File: config.mk
export PLATFORM = sky130hd
export DESIGN_NAME = spike_rate_encoder_flat
export DESIGN_NICKNAME = d
export VERILOG_FILES = /design/src/rtl/snn_pkg.sv /design/src/rtl/spike_rate_encoder_if.sv /design/src/rtl/spike_encoder_channel.sv /design/src/rtl/spike_rate_encoder.sv /design/src/flat_wrapper.sv
export SDC_FILE = /design/constraint.sdc
export NUM_CORES = 1
export LEC_CHECK = 0
export CAP_MARGIN = 5
export CORE_UTILIZATION = 56
export CTS_CLUSTER_SIZE = 30
export DETAILED_ROUTE_END_ITERATION = 10
export GPL_TIMING_DRIVEN = 0
export PLACE_DENSITY = 0.78
export SYNTH_ARGS = -nofsm -noshare
export SYNTH_HDL_FRONTEND = slang
export SYNTH_HIERARCHICAL = 1
export SYNTH_SLANG_ARGS = --single-unit
File: constraint.sdc
create_clock -name clk_i -period 4.95 [get_ports clk_i]
set_clock_uncertainty 0.1 [all_clocks]
set_input_delay 0.99 -clock clk_i [delete_from_list [all_inputs] [get_ports clk_i]]
set_output_delay 0.99 -clock clk_i [all_outputs]
set_load 0.02 [all_outputs]
File: src/rtl/snn_pkg.sv
// Shared types and constants for the spike rate encoder: FSM states, default
// sizes and the LFSR polynomial/seed used by the stochastic encoding build.
package snn_pkg;

  typedef enum logic [1:0] {
    ENC_IDLE,
    ENC_RUN,
    ENC_DONE
  } enc_state_e;

  localparam int NUM_CH_DEFAULT  = 8;
  localparam int WIDTH_P_DEFAULT = 8;
  localparam int WINDOW_DEFAULT  = 16;

  // Fibonacci feedback taps 16,14,13,11 expressed as bit positions 15,13,12,10
  localparam logic [15:0] LFSR_TAPS    = 16'hB400;
  localparam logic [15:0] SEED_DEFAULT = 16'hACE1;

  function automatic logic [15:0] lfsr_next(input logic [15:0] s);
    return {s[14:0], ^(s & LFSR_TAPS)};
  endfunction

endpackage

File: src/rtl/spike_rate_encoder_if.sv
// Frame load bus of the spike rate encoder: packed intensities handed over on
// a valid/ready handshake.
interface spike_rate_encoder_if
  import snn_pkg::*;
#(
  parameter int NUM_CH  = NUM_CH_DEFAULT,
  parameter int WIDTH_P = WIDTH_P_DEFAULT
);

  logic                      valid_i;
  logic                      ready_o;
  logic [NUM_CH*WIDTH_P-1:0] intensity_i;

  modport master (
    output valid_i,
    output intensity_i,
    input  ready_o
  );

  modport slave (
    input  valid_i,
    input  intensity_i,
    output ready_o
  );

endinterface

File: src/rtl/spike_encoder_channel.sv
// One encoder lane: latches a channel intensity on frame load and produces the
// spike for the current timestep (accumulator carry, or LFSR compare when
// SPIKE_ENCODER_LFSR_EN is defined).
module spike_encoder_channel #(
  parameter int WIDTH_P = 8
) (
  input  logic               clk_i,
  input  logic               rst_ni,
  input  logic               load_i,
  input  logic               step_i,
  input  logic [WIDTH_P-1:0] intensity_i,
`ifdef SPIKE_ENCODER_LFSR_EN
  input  logic [WIDTH_P-1:0] rand_i,
`endif
  output logic               spike_o
);

  logic [WIDTH_P-1:0] intensity_q, intensity_d;

  always_comb begin
    intensity_d = intensity_q;
    if (load_i) intensity_d = intensity_i;
  end

  always_ff @(posedge clk_i or negedge rst_ni) begin
    if (!rst_ni) intensity_q <= '0;
    else         intensity_q <= intensity_d;
  end

`ifdef SPIKE_ENCODER_LFSR_EN
  assign spike_o = (intensity_q > rand_i);
`else
  logic [WIDTH_P-1:0] acc_q, acc_d;
  logic [WIDTH_P:0]   sum;

  // The carry out of the phase accumulator is the spike for this step
  assign sum     = {1'b0, acc_q} + {1'b0, intensity_q};
  assign spike_o = sum[WIDTH_P];

  always_comb begin
    acc_d = acc_q;
    if (load_i)      acc_d = '0;
    else if (step_i) acc_d = sum[WIDTH_P-1:0];
  end

  always_ff @(posedge clk_i or negedge rst_ni) begin
    if (!rst_ni) acc_q <= '0;
    else         acc_q <= acc_d;
  end
`endif

endmodule

File: src/rtl/spike_rate_encoder.sv
// Converts one frame of intensities into WINDOW timesteps of spikes. Optional
// stochastic encoding is enabled with the SPIKE_ENCODER_LFSR_EN macro.
module spike_rate_encoder
  import snn_pkg::*;
#(
  parameter int NUM_CH  = NUM_CH_DEFAULT,
  parameter int WIDTH_P = WIDTH_P_DEFAULT,
  parameter int WINDOW  = WINDOW_DEFAULT
`ifdef SPIKE_ENCODER_LFSR_EN
  , parameter logic [15:0] SEED = SEED_DEFAULT
`endif
) (
  input  logic                      clk_i,
  input  logic                      rst_ni,
  spike_rate_encoder_if.slave       frame,
  input  logic                      step_en_i,
  input  logic                      flush_i,
  output logic [NUM_CH-1:0]         spike_o,
  output logic                      spike_valid_o,
  output logic [$clog2(WINDOW)-1:0] step_o,
  output logic                      done_o
);

  localparam int            SW        = $clog2(WINDOW);
  localparam logic [SW-1:0] LAST_STEP = SW'(WINDOW - 1);

  enc_state_e        state_q, state_d;
  logic [SW-1:0]     step_cnt_q, step_cnt_d;
  logic [SW-1:0]     step_q, step_d;
  logic [NUM_CH-1:0] spike_q, spike_d;
  logic              spike_valid_q, spike_valid_d;
  logic              load;
  logic              advance;
  logic [NUM_CH-1:0] chan_spike;

  always_comb begin
    state_d       = state_q;
    step_cnt_d    = step_cnt_q;
    step_d        = step_q;
    spike_d       = '0;
    spike_valid_d = 1'b0;
    load          = 1'b0;
    advance       = 1'b0;
    unique case (state_q)
      ENC_IDLE: begin
        if (frame.valid_i) begin
          load       = 1'b1;
          step_cnt_d = '0;
          state_d    = ENC_RUN;
        end
      end
      ENC_RUN: begin
        if (step_en_i) begin
          advance       = 1'b1;
          spike_d       = chan_spike;
          spike_valid_d = 1'b1;
          step_d        = step_cnt_q;
          if (step_cnt_q == LAST_STEP) state_d = ENC_DONE;
          else                         step_cnt_d = step_cnt_q + 1'b1;
        end
      end
      ENC_DONE: state_d = ENC_IDLE;
      default:  state_d = ENC_IDLE;
    endcase
    // Abort wins over any load or step requested in the same cycle
    if (flush_i) begin
      state_d       = ENC_IDLE;
      step_cnt_d    = '0;
      step_d        = '0;
      spike_d       = '0;
      spike_valid_d = 1'b0;
      load          = 1'b0;
      advance       = 1'b0;
    end
  end

  always_ff @(posedge clk_i or negedge rst_ni) begin
    if (!rst_ni) begin
      state_q       <= ENC_IDLE;
      step_cnt_q    <= '0;
      step_q        <= '0;
      spike_q       <= '0;
      spike_valid_q <= 1'b0;
    end else begin
      state_q       <= state_d;
      step_cnt_q    <= step_cnt_d;
      step_q        <= step_d;
      spike_q       <= spike_d;
      spike_valid_q <= spike_valid_d;
    end
  end

`ifdef SPIKE_ENCODER_LFSR_EN
  logic [15:0] lfsr_q, lfsr_d;
  logic [31:0] lfsr_dbl;

  // Reseeding on every accept makes a frame's spike pattern repeatable
  always_comb begin
    lfsr_d = lfsr_q;
    if (load)         lfsr_d = SEED;
    else if (advance) lfsr_d = lfsr_next(lfsr_q);
  end

  always_ff @(posedge clk_i or negedge rst_ni) begin
    if (!rst_ni) lfsr_q <= SEED;
    else         lfsr_q <= lfsr_d;
  end

  assign lfsr_dbl = {lfsr_q, lfsr_q};
`endif

  for (genvar c = 0; c < NUM_CH; c++) begin : g_ch
    spike_encoder_channel #(
      .WIDTH_P (WIDTH_P)
    ) u_ch (
      .clk_i       (clk_i),
      .rst_ni      (rst_ni),
      .load_i      (load),
      .step_i      (advance),
      .intensity_i (frame.intensity_i[c*WIDTH_P +: WIDTH_P]),
`ifdef SPIKE_ENCODER_LFSR_EN
      .rand_i      (lfsr_dbl[16-c +: WIDTH_P]),
`endif
      .spike_o     (chan_spike[c])
    );
  end

  assign frame.ready_o = (state_q == ENC_IDLE);
  assign spike_o       = spike_q;
  assign spike_valid_o = spike_valid_q;
  assign step_o        = step_q;
  assign done_o        = (state_q == ENC_DONE);

endmodule
File: src/flat_wrapper.sv
// flat-port wrapper written by rule: the top's interface ports become plain ports
module spike_rate_encoder_flat import snn_pkg::*;
#(
  parameter int NUM_CH  = NUM_CH_DEFAULT,
  parameter int WIDTH_P = WIDTH_P_DEFAULT,
  parameter int WINDOW  = WINDOW_DEFAULT

)
  (clk_i, rst_ni, step_en_i, flush_i, spike_o, spike_valid_o, step_o, done_o, frame_valid_i, frame_intensity_i, frame_ready_o);
  spike_rate_encoder_if #(.NUM_CH(NUM_CH), .WIDTH_P(WIDTH_P)) frame_i ();
  input  logic clk_i;
  input  logic rst_ni;
  input  logic step_en_i;
  input  logic flush_i;
  output logic [NUM_CH-1:0] spike_o;
  output logic spike_valid_o;
  output logic [$clog2(WINDOW)-1:0] step_o;
  output logic done_o;
  input wire logic [$bits(frame_i.valid_i)-1:0] frame_valid_i;
  input wire logic [$bits(frame_i.intensity_i)-1:0] frame_intensity_i;
  output wire logic [$bits(frame_i.ready_o)-1:0] frame_ready_o;
  assign frame_i.valid_i = frame_valid_i;
  assign frame_i.intensity_i = frame_intensity_i;
  assign frame_ready_o = frame_i.ready_o;
  spike_rate_encoder #(.NUM_CH(NUM_CH), .WIDTH_P(WIDTH_P), .WINDOW(WINDOW)) u_core (.clk_i(clk_i), .rst_ni(rst_ni), .frame(frame_i), .step_en_i(step_en_i), .flush_i(flush_i), .spike_o(spike_o), .spike_valid_o(spike_valid_o), .step_o(step_o), .done_o(done_o));
endmodule
== Word-level counts from Yosys, hierarchy flattened ==
Cells that the tools add are included.

* Logic and storage cells: 83
* Input port bits: 69
* Flip-flop bits (word level): 147
* Output and inout port bits: 15

* Multiplexer cells: 38
* Reductions and logical operators: 8
* Eq/ne operators: 7
* Add/sub/neg operators: 9

{| class="wikitable"
|+ Operators by type and width
! kind !! count
|-
| $mux 8 || 19
|-
| $add 8x8->9 || 8
|-
| $mux 4 || 7
|-
| $ne 3x3->1 const B || 3
|-
| $mux 2 || 4
|-
| $pmux 4 s2 || 1
|-
| $mux 1 || 6
|-
| $reduce_bool 2->1 || 3
|-
| $add 4x1->4 const B || 1
|-
| $eq 4x4->1 const B || 1
|-
| $pmux 2 s2 || 1
|-
| $reduce_and 4->1 || 1
|-
| $ne 3x2->1 const B || 1
|-
| $reduce_and 3->1 || 1
|-
| $reduce_bool 3->1 || 1
|-
| $eq 2x1->1 const B || 1
|-
| $eq 2x2->1 const B || 1
|-
| $logic_not 2->1 || 1
|-
| $reduce_and 2->1 || 1
|}

== Longest topological paths before layout ==
Gate-level depths: netlist (run 1).

* Word-level depth: 5
* Mapped depth: 8

== Hierarchy ==
Netlist (run 1), hierarchy kept.

{| class="wikitable"
|+ By module, submodules not included
! module !! instances !! seq. area each (sq um) !! area an instance (sq um) !! cells an instance
|-
| spike_encoder_channel || 8 || 400.4 || 988.4 || 95
|-
| spike_rate_encoder || 1 || 475.5 || 775.7 || 69
|}

== Worst setup path after synthesis (run 1) ==
Ideal clock, no wire load.

* Path kind: in2reg
* Start: input flush_i
* End: register u_core.g_ch[1].u_ch.acc_q[6]
* Data arrival time: 3284 ps
* Path buffers: 2
* Library setup time: 131 ps
* Path slack: 1435 ps
* Cell stages on the path: 7
* Cell sequence: clkbuf_1 nor4b_1 buf_6 nand2b_4 nor3b_2 a221oi_1 nand3_1

* Cells in the longest elaborated chain, start to end: 2

{| class="wikitable"
|+ RTL lines
! what !! line !! source
|-
| start: declaration || flat_wrapper.sv:14 || <nowiki>input logic flush_i;</nowiki>
|-
| $mux 1 * || spike_rate_encoder.sv:66 || <nowiki>if (flush_i) begin</nowiki>
|-
| net u_core.load || spike_rate_encoder.sv:32 || <nowiki>logic load;</nowiki>
|-
| $mux 8 or $reduce_bool 2->1 (tied branches) || - ||
|-
| end signal: assignment || spike_encoder_channel.sv:47 || <nowiki>if (!rst_ni) acc_q <= '0;</nowiki>
|-
| end signal: assignment || spike_encoder_channel.sv:48 || <nowiki>else acc_q <= acc_d;</nowiki>
|-
| end: declaration || spike_encoder_channel.sv:33 || <nowiki>logic [WIDTH_P-1:0] acc_q, acc_d;</nowiki>
|}

The timed path passes the listed nets; every way through them passes the cells marked *.
A chain may end at the register's enable or synchronous reset.

== Worst setup path in the final report (run 1) ==
* Start: input step_en_i
* End: register u_core.g_ch[2].u_ch.acc_q[6]

* Cells in the longest elaborated chain, start to end: 4

{| class="wikitable"
|+ RTL lines
! what !! line !! source
|-
| start: declaration || flat_wrapper.sv:13 || <nowiki>input logic step_en_i;</nowiki>
|-
| $mux 1 || spike_rate_encoder.sv:53 || <nowiki>if (step_en_i) begin</nowiki>
|-
| $mux 1 || spike_rate_encoder.sv:44 || <nowiki>unique case (state_q)</nowiki>
|-
| $mux 1 || spike_rate_encoder.sv:66 ||
|-
| net u_core.advance || spike_rate_encoder.sv:33 || <nowiki>logic advance;</nowiki>
|-
| $reduce_bool 2->1 (no source line) || - ||
|-
| end signal: assignment || spike_encoder_channel.sv:47 ||
|-
| end signal: assignment || spike_encoder_channel.sv:48 ||
|-
| end: declaration || spike_encoder_channel.sv:33 ||
|}

The timed path passes the listed nets, and every way through them passes these cells.

==> flow_metrics.py, run 1 <==
metrics = {
    "route": {
        "drt_iter0_drc": 276,
        "finalWirelength_um": 16900,
        "vias_per_cell": 5.68,
        "drc_errors": 0,
        "drt.antenna.violating_nets": 0,
        "vias": 6434,
        "wire_per_inst_um": 15.0,
        "drt-pass1-iter-count": 4,
    },
    "power": {
        "netSwitchingFraction_pct": 32.3,
        "p_int_mw": 3.16,
        "power_frac_clock_pct": 29.5,
        "p_per_area_nw_per_um2": 447,
        "power_frac_comb_pct": 35.7,
        "vdd.ir_drop.worst_uv": 357,
        "switching_power_mw": 1.51,
        "seq_power_share_pct": 34.8,
        "total_power_mw": 4.67,
        "leakage_nw": 4.50,
    },
    "timing": {
        "setup_viol": 0,
        "post-route-period-util_pct": 63.3,
        "worst_pin_slew_ps": 777,
        "post-route-min-period_ps": 3130,
        "hold_violations": 0,
        "worst_slack_ps": 1820,
        "slew_violations": 0,
        "rsz0062_at_grt": "no",
        "relSlewSlack_pct": 48.0,
        "max_freq_ghz": 0.319,
    },
    "finish": {
        "postLayoutCellArea_um2": 10400,
        "drive_gt1_share_pct": 14.9,
        "fill_cells": 1169,
        "final_common_cell": "dfrtp_1",
        "fin_nets": 1075,
        "multi_input_comb_area_um2": 4730,
        "n_antenna_cell": 0,
        "final_cell_mix": "dfrtp_1 (147), clkdlybuf4s50_1 (81), o21ai_0 (71), nor2_1 (66), ha_1 (65)",
        "syn_to_final_growth_pct": 20.3,
        "finish.utilization_pct": 68.9,
        "regArea_um2": 3680,
    },
    "clock_tree": {
        "cts_inserted_buffers": 17,
        "clockBufferDepth": 2,
        "cts.sinks": 147,
        "cts_hold_buf": 0,
        "post_cts_resized": 0,
        "clock-root-buffer": "clkbuf_16",
        "cts_tree": "done",
        "clock_latency_ps": 420,
        "htreeDepth": 4,
        "path_clk_slew_ps": 60,
        "post_cts_buffers": 0,
    },
    "logic_synthesis": {
        "synthMuxAreaShare_pct": 10.3,
        "yosys.area.top_type": "dfrtp_1",
        "synthAdderAreaFrac_pct": 11.2,
        "syn_nets": 971,
        "yosys_warnings": 6,
        "seq_area_frac_synth_pct": 42.4,
        "synth-xor-area-share_pct": 3.23,
        "ys_ff_latch": 147,
        "yosys.cell_types.count": 43,
        "syn_area_um2": 8680,
        "synth_top_family_by_area": "simple AND/OR/NAND/NOR gates",
        "synth.avg_cell_area_um2": 10.5,
        "synth_flop_cell": "dfrtp_1",
        "synth_compound_area_share_pct": 14.6,
        "synth.area.top_cells": "dfrtp_1 (42%), ha_1 (9.4%), mux2_2 (8.2%)",
        "syn_inst": 829,
        "yosysTopAreaCellShare_pct": 42.4,
        "synthArstFlopShare_pct": 100,
        "synth_edf_count": 0,
        "synth-simple-area-share_pct": 15.0,
    },
    "die": {
        "std_cell_rows": 45,
        "pin_count": 84,
        "initial_core_util_pct": 57.3,
        "die_y_um": 127,
        "die_area_um2": 16000,
        "die_width_um": 127,
        "core_area_um2": 15100,
    },
    "placement": {
        "hpwlAfterDp_um": 11900,
        "numPortBuffers": 82,
        "dpl-instance-area_um2": 9810,
        "place.gp.congestion": 0.845,
        "dpl_worst_slack_ps": 1420,
    },
    "job": {
        "drv_cap": 0,
    },
    "min_path": {
        "min_path_type": "flop to flop",
        "worstHoldStart": "u_core/g_ch[5].u_ch/acc_q[4]",
    },
    "grt": {
        "grt_pass1_wl_um": 29100,
        "track_usage_pct": 22.8,
        "grt_pass1_vias": 6187,
        "grt_overflow_total": 0,
        "antenna_found_initial": 0,
        "grt_max_degree": 101,
    },
    "worst_setup_path": {
        "cp-startpoint": "step_en_i",
        "reg2reg_from": "u_core/state_q[0]",
        "critPathKind": "input port to flop",
        "required_ps": 5140,
        "crit_arrival_ps": 3320,
        "cp-end-kind": "flop",
        "cp-start-kind": "input port",
        "cp_max_fo": 19,
    },
    "status": {
        "outcome": "finished clean",
    },
}
-- power groups by stage --
| stage | Combinational, mW | Sequential (mW) | Clock, mW |
|---|---|---|---|
| after floorplan | 1.31 | 1.60 | 0 |
| after global placement | 1.59 | 1.63 | 0 |
| after detailed placement | 1.65 | 1.64 | 0 |
| after CTS | 1.67 | 1.62 | 1.41 |
| after global routing | 1.90 | 1.66 | 1.46 |
| final | 1.67 | 1.62 | 1.38 |
-- synthesized netlist by cell type, drive strengths merged (9+ instances only) --
| master | instances |
|---|---|
| mux2 | 65 |
| nor3b | 16 |
| nand2b | 40 |
| xnor2 | 24 |
| and2 | 9 |
| nand3 | 21 |
| buf | 25 |
| dfrtp | 147 |
| nor3 | 16 |
| o31ai | 16 |
| a21oi | 36 |
| nor2 | 66 |
| nand2 | 56 |
| inv | 26 |
| a211oi | 40 |
| o21ai | 74 |
| mux2i | 16 |
| ha | 65 |
-- worst paths after layout --
check / slack, ps / end / depth (start not counted)
worst max-delay path: 1820 / u_core/g_ch[2].u_ch/acc_q[6] / 8
worst min-delay path: 380 / u_core/g_ch[5].u_ch/acc_q[4] / 2
worst max register to register: 2360 / u_core/g_ch[2].u_ch/acc_q[6] / 8
worst min register to register: 380 / u_core/g_ch[5].u_ch/acc_q[4] / 2
max in group asynchronous: 3480 / u_core/g_ch[1].u_ch/acc_q[2] / 2
min in group asynchronous: 400 / u_core/g_ch[0].u_ch/intensity_q[3] / 1
-- critical path: stages --
cell,delay (ps)
clkdlybuf4s50_1,520
and4bb_2,290
clkbuf_2,470
buf_16,240
buf_2,250
nor2_1,110
a221oi_1,340
nand3_1,110
-- flip-flops by register name (all words and copies together), names as in the netlist --
signal and flops:
u_core/g_ch.u_ch/acc_q 64, u_core/step_cnt_q 4, u_core/g_ch.u_ch/intensity_q 64, u_core/state_q 2
u_core/spike_valid_o 1, u_core/step_o 4, u_core/spike_o 8
-- kinds of logic after synthesis --
logic type / after synthesis
DFF: 147
and+or+nand+nor: 240
muxes: 81
xor gates and xnor gates: 32
buffers and inverters: 53
AOI/OAI and AO/OA: 203
adders and majority gates: 73
-- routing by layer --
layer	vias to the layer above	share of wire [%]	global-route usage [%]
met5	-	0	0
met4	0	0.92	6.31
met3	15	3.0	5.74
met2	92	48	37.0
met1	3107	48	30.3
li1	3220	-	-
-- metrics by stage --
| step | hold WS (ps) | instances | TNS [ps] |
|---|---|---|---|
| 6_report | 384 | 1132 | 0 |
| 5_1_grt | 415 | 1132 | 0 |
| 4_1_cts | 391 | 1132 | 0 |
| 3_5_place_dp | 377 | 1102 | 0 |
| 3_3_place_gp | 368 | 1099 | -461360 |
| 2_1_floorplan | 353 | 829 | 0 |
-- cell type report --
class                   instances  share of cell area, %
multi-input cells             629                   45.3
flip-flops and latches        147                   35.2
repair buffers                 85                   8.51
clock buffers                  19                   4.24
well taps                     188                   2.25
clock inverters                11                   1.77
plain buffers                  27                   1.76
inverters                      26                  0.935
Power figures use the tool's default switching activity.
==> run 2: changes to the inputs <==
Clock period 4.95 ns to 3 ns, I/O delays scaled along.
==> run 2 against run 1 <==
  * Flip-flop and latch count unchanged
  * Worst setup slack worse by 1500 ps
  * Register-to-register slack worse by 1800 ps
  * Hold slack worse by 360 ps
  * First-iteration DRC count up 25%
  * Combinational power up 64%
  * Sequential share of layout area about the same
  * Power up 65%
==> flow_metrics.py, run 2 (synthesis gave the netlist of run 1 again) <==
metrics = {
    "clock_tree": {
        "htreeDepth": 4,
        "path_clk_slew_ps": 60,
        "cts.sinks": 147,
        "post_cts_buffers": 0,
        "clock_latency_ps": 420,
        "clockBufferDepth": 2,
        "clock-root-buffer": "clkbuf_16",
        "cts_tree": "done",
        "cts_inserted_buffers": 17,
    },
    "route": {
        "wire_per_inst_um": 14.9,
        "vias_per_cell": 5.69,
        "finalWirelength_um": 16900,
        "drt_iter0_drc": 345,
        "drc_errors": 0,
        "drt.antenna.violating_nets": 0,
        "vias": 6451,
        "drt-pass1-iter-count": 5,
    },
    "worst_setup_path": {
        "crit_arrival_ps": 2840,
        "cp-end-kind": "flop",
        "cp-start-kind": "input port",
        "reg2reg_depth": 7,
        "required_ps": 3200,
        "critPathKind": "input port to flop",
        "reg2reg_from": "u_core/state_q[0]",
        "cp-startpoint": "step_en_i",
        "cp_max_fo": 34,
        "cp-endpoint": "u_core/g_ch[4].u_ch/acc_q[6]",
        "timing.rr.end": "u_core/g_ch[4].u_ch/acc_q[6]",
        "rrSetupSlack_ps": 510,
    },
    "timing": {
        "max_freq_ghz": 0.378,
        "tns_ps": 0,
        "slew_violations": 0,
        "hold_violations": 0,
        "worst_pin_slew_ps": 731,
        "relSlewSlack_pct": 51.1,
        "setup_viol": 0,
        "rsz0062_at_grt": "no",
        "post-route-period-util_pct": 88.2,
        "post-route-min-period_ps": 2650,
        "worst_slack_ps": 354,
    },
    "power": {
        "seq_power_share_pct": 34.7,
        "netSwitchingFraction_pct": 32.0,
        "power_frac_clock_pct": 29.8,
        "switching_power_mw": 2.47,
        "p_int_mw": 5.25,
        "p_per_area_nw_per_um2": 740,
        "power_frac_comb_pct": 35.5,
        "leakage_nw": 4.50,
        "vdd.ir_drop.worst_uv": 522,
    },
    "placement": {
        "place.gp.congestion": 0.860,
        "hpwlAfterDp_um": 11900,
        "dpl_worst_slack_ps": -409,
        "numPortBuffers": 82,
    },
    "finish": {
        "syn_to_final_growth_pct": 20.1,
        "fin_nets": 1074,
        "final_common_cell": "dfrtp_1",
        "drive_gt1_share_pct": 14.8,
        "final_cell_mix": "dfrtp_1 (147), clkdlybuf4s50_1 (81), o21ai_0 (71), nor2_1 (66), ha_1 (65)",
        "n_antenna_cell": 0,
    },
    "die": {
        "initial_core_util_pct": 57.3,
        "std_cell_rows": 45,
        "die_y_um": 127,
        "die_width_um": 127,
        "core_area_um2": 15100,
        "pin_count": 84,
        "die_area_um2": 16000,
    },
    "grt": {
        "track_usage_pct": 22.7,
        "grt_max_degree": 93,
        "grt_pass1_wl_um": 28800,
        "antenna_found_initial": 0,
        "grt_pass1_vias": 6164,
        "grt_overflow_total": 0,
    },
    "min_path": {
        "min_path_type": "input port to async pin",
    },
    "status": {
        "outcome": "finished clean",
    },
    "job": {
        "drv_cap": 0,
    },
}
-- run 2: changes by cell type in the layout (fill, tap and decap cells not counted) --
cell	before	now
buf_16	2	1
clkbuf_1	2	4
clkbuf_2	1	0
clkinv_4	0	1
clkinvlp_4	2	0
clkbuf_8	1	2
clkbuf_4	0	1
-- run 2: worst min path at each step --
stage                                  from                           end  slack, ps  cells past startpoint
6_report                             rst_ni  u_core/g_ch[2].u_ch/acc_q[0]         30                      1
3_5_place_dp   u_core/g_ch[5].u_ch/acc_q[3]  u_core/g_ch[5].u_ch/acc_q[3]        380                      2
5_1_grt                              rst_ni  u_core/g_ch[2].u_ch/acc_q[0]         60                      1
2_1_floorplan                        rst_ni  u_core/g_ch[0].u_ch/acc_q[0]        200                      0
3_3_place_gp   u_core/g_ch[6].u_ch/acc_q[3]  u_core/g_ch[6].u_ch/acc_q[3]        370                      2
4_1_cts                              rst_ni  u_core/g_ch[2].u_ch/acc_q[0]         40                      1
-- run 2: cell type report --
type,instances,area (um^2)
multi-input cells,629,4730
fillers,1171,4710
flip-flops and latches,147,3680
repair buffers,84,861
clock buffers,22,464
well taps,188,235
plain buffers,27,186
clock inverters,10,179
inverters,26,97.6
-- run 2: stage by stage --
| stage | cell area (um^2) | cells | util (%) | hold WS, ps | total power [mW] |
|---|---|---|---|---|---|
| finish | 10400 | 1133 | 68.9 | 28.7 | 7.72 |
| global route | 10400 | 1133 | 68.9 | 62.6 | 8.28 |
| CTS | 10400 | 1133 | 68.9 | 38.8 | 7.77 |
| detailed placement | 9790 | 1101 | 64.6 | 380 | 5.42 |
| global placement | 9750 | 1099 | 64.4 | 372 | 5.31 |
| floorplan | 8690 | 829 | - | 204 | 4.80 |
-- run 2: layer usage --
metal / GRT usage (%) / share of wire [%] / vias to the layer above
met1: 29.7 / 46 / 3097
met5: 0 / 0 / -
met3: 5.27 / 3.9 / 13
met4: 7.37 / 1.0 / 0
li1: - / - / 3206
met2: 37.3 / 49 / 135
-- run 2: what timing repair did --
action                                  4_1_cts  5_1_grt
gates resized for setup                       0        2
endpoints found under the setup margin        0        8
hold buffers                                  0        0
hold endpoints to repair                      0        0
-- run 2: power groups by stage --
stage	Clock (mW)	Combinational (mW)	Sequential [mW]
final	2.30	2.74	2.68
after global routing	2.45	3.10	2.74
after CTS	2.35	2.74	2.68
after detailed placement	0	2.71	2.71
after global placement	0	2.61	2.70
after floorplan	0	2.16	2.64
-- run 2: critical path, stage by stage --
cell,delay (ps)
clkdlybuf4s50_1,510
and4bb_2,300
clkbuf_4,510
buf_2,340
nor2_1,120
a221oi_1,340
nand3_1,110
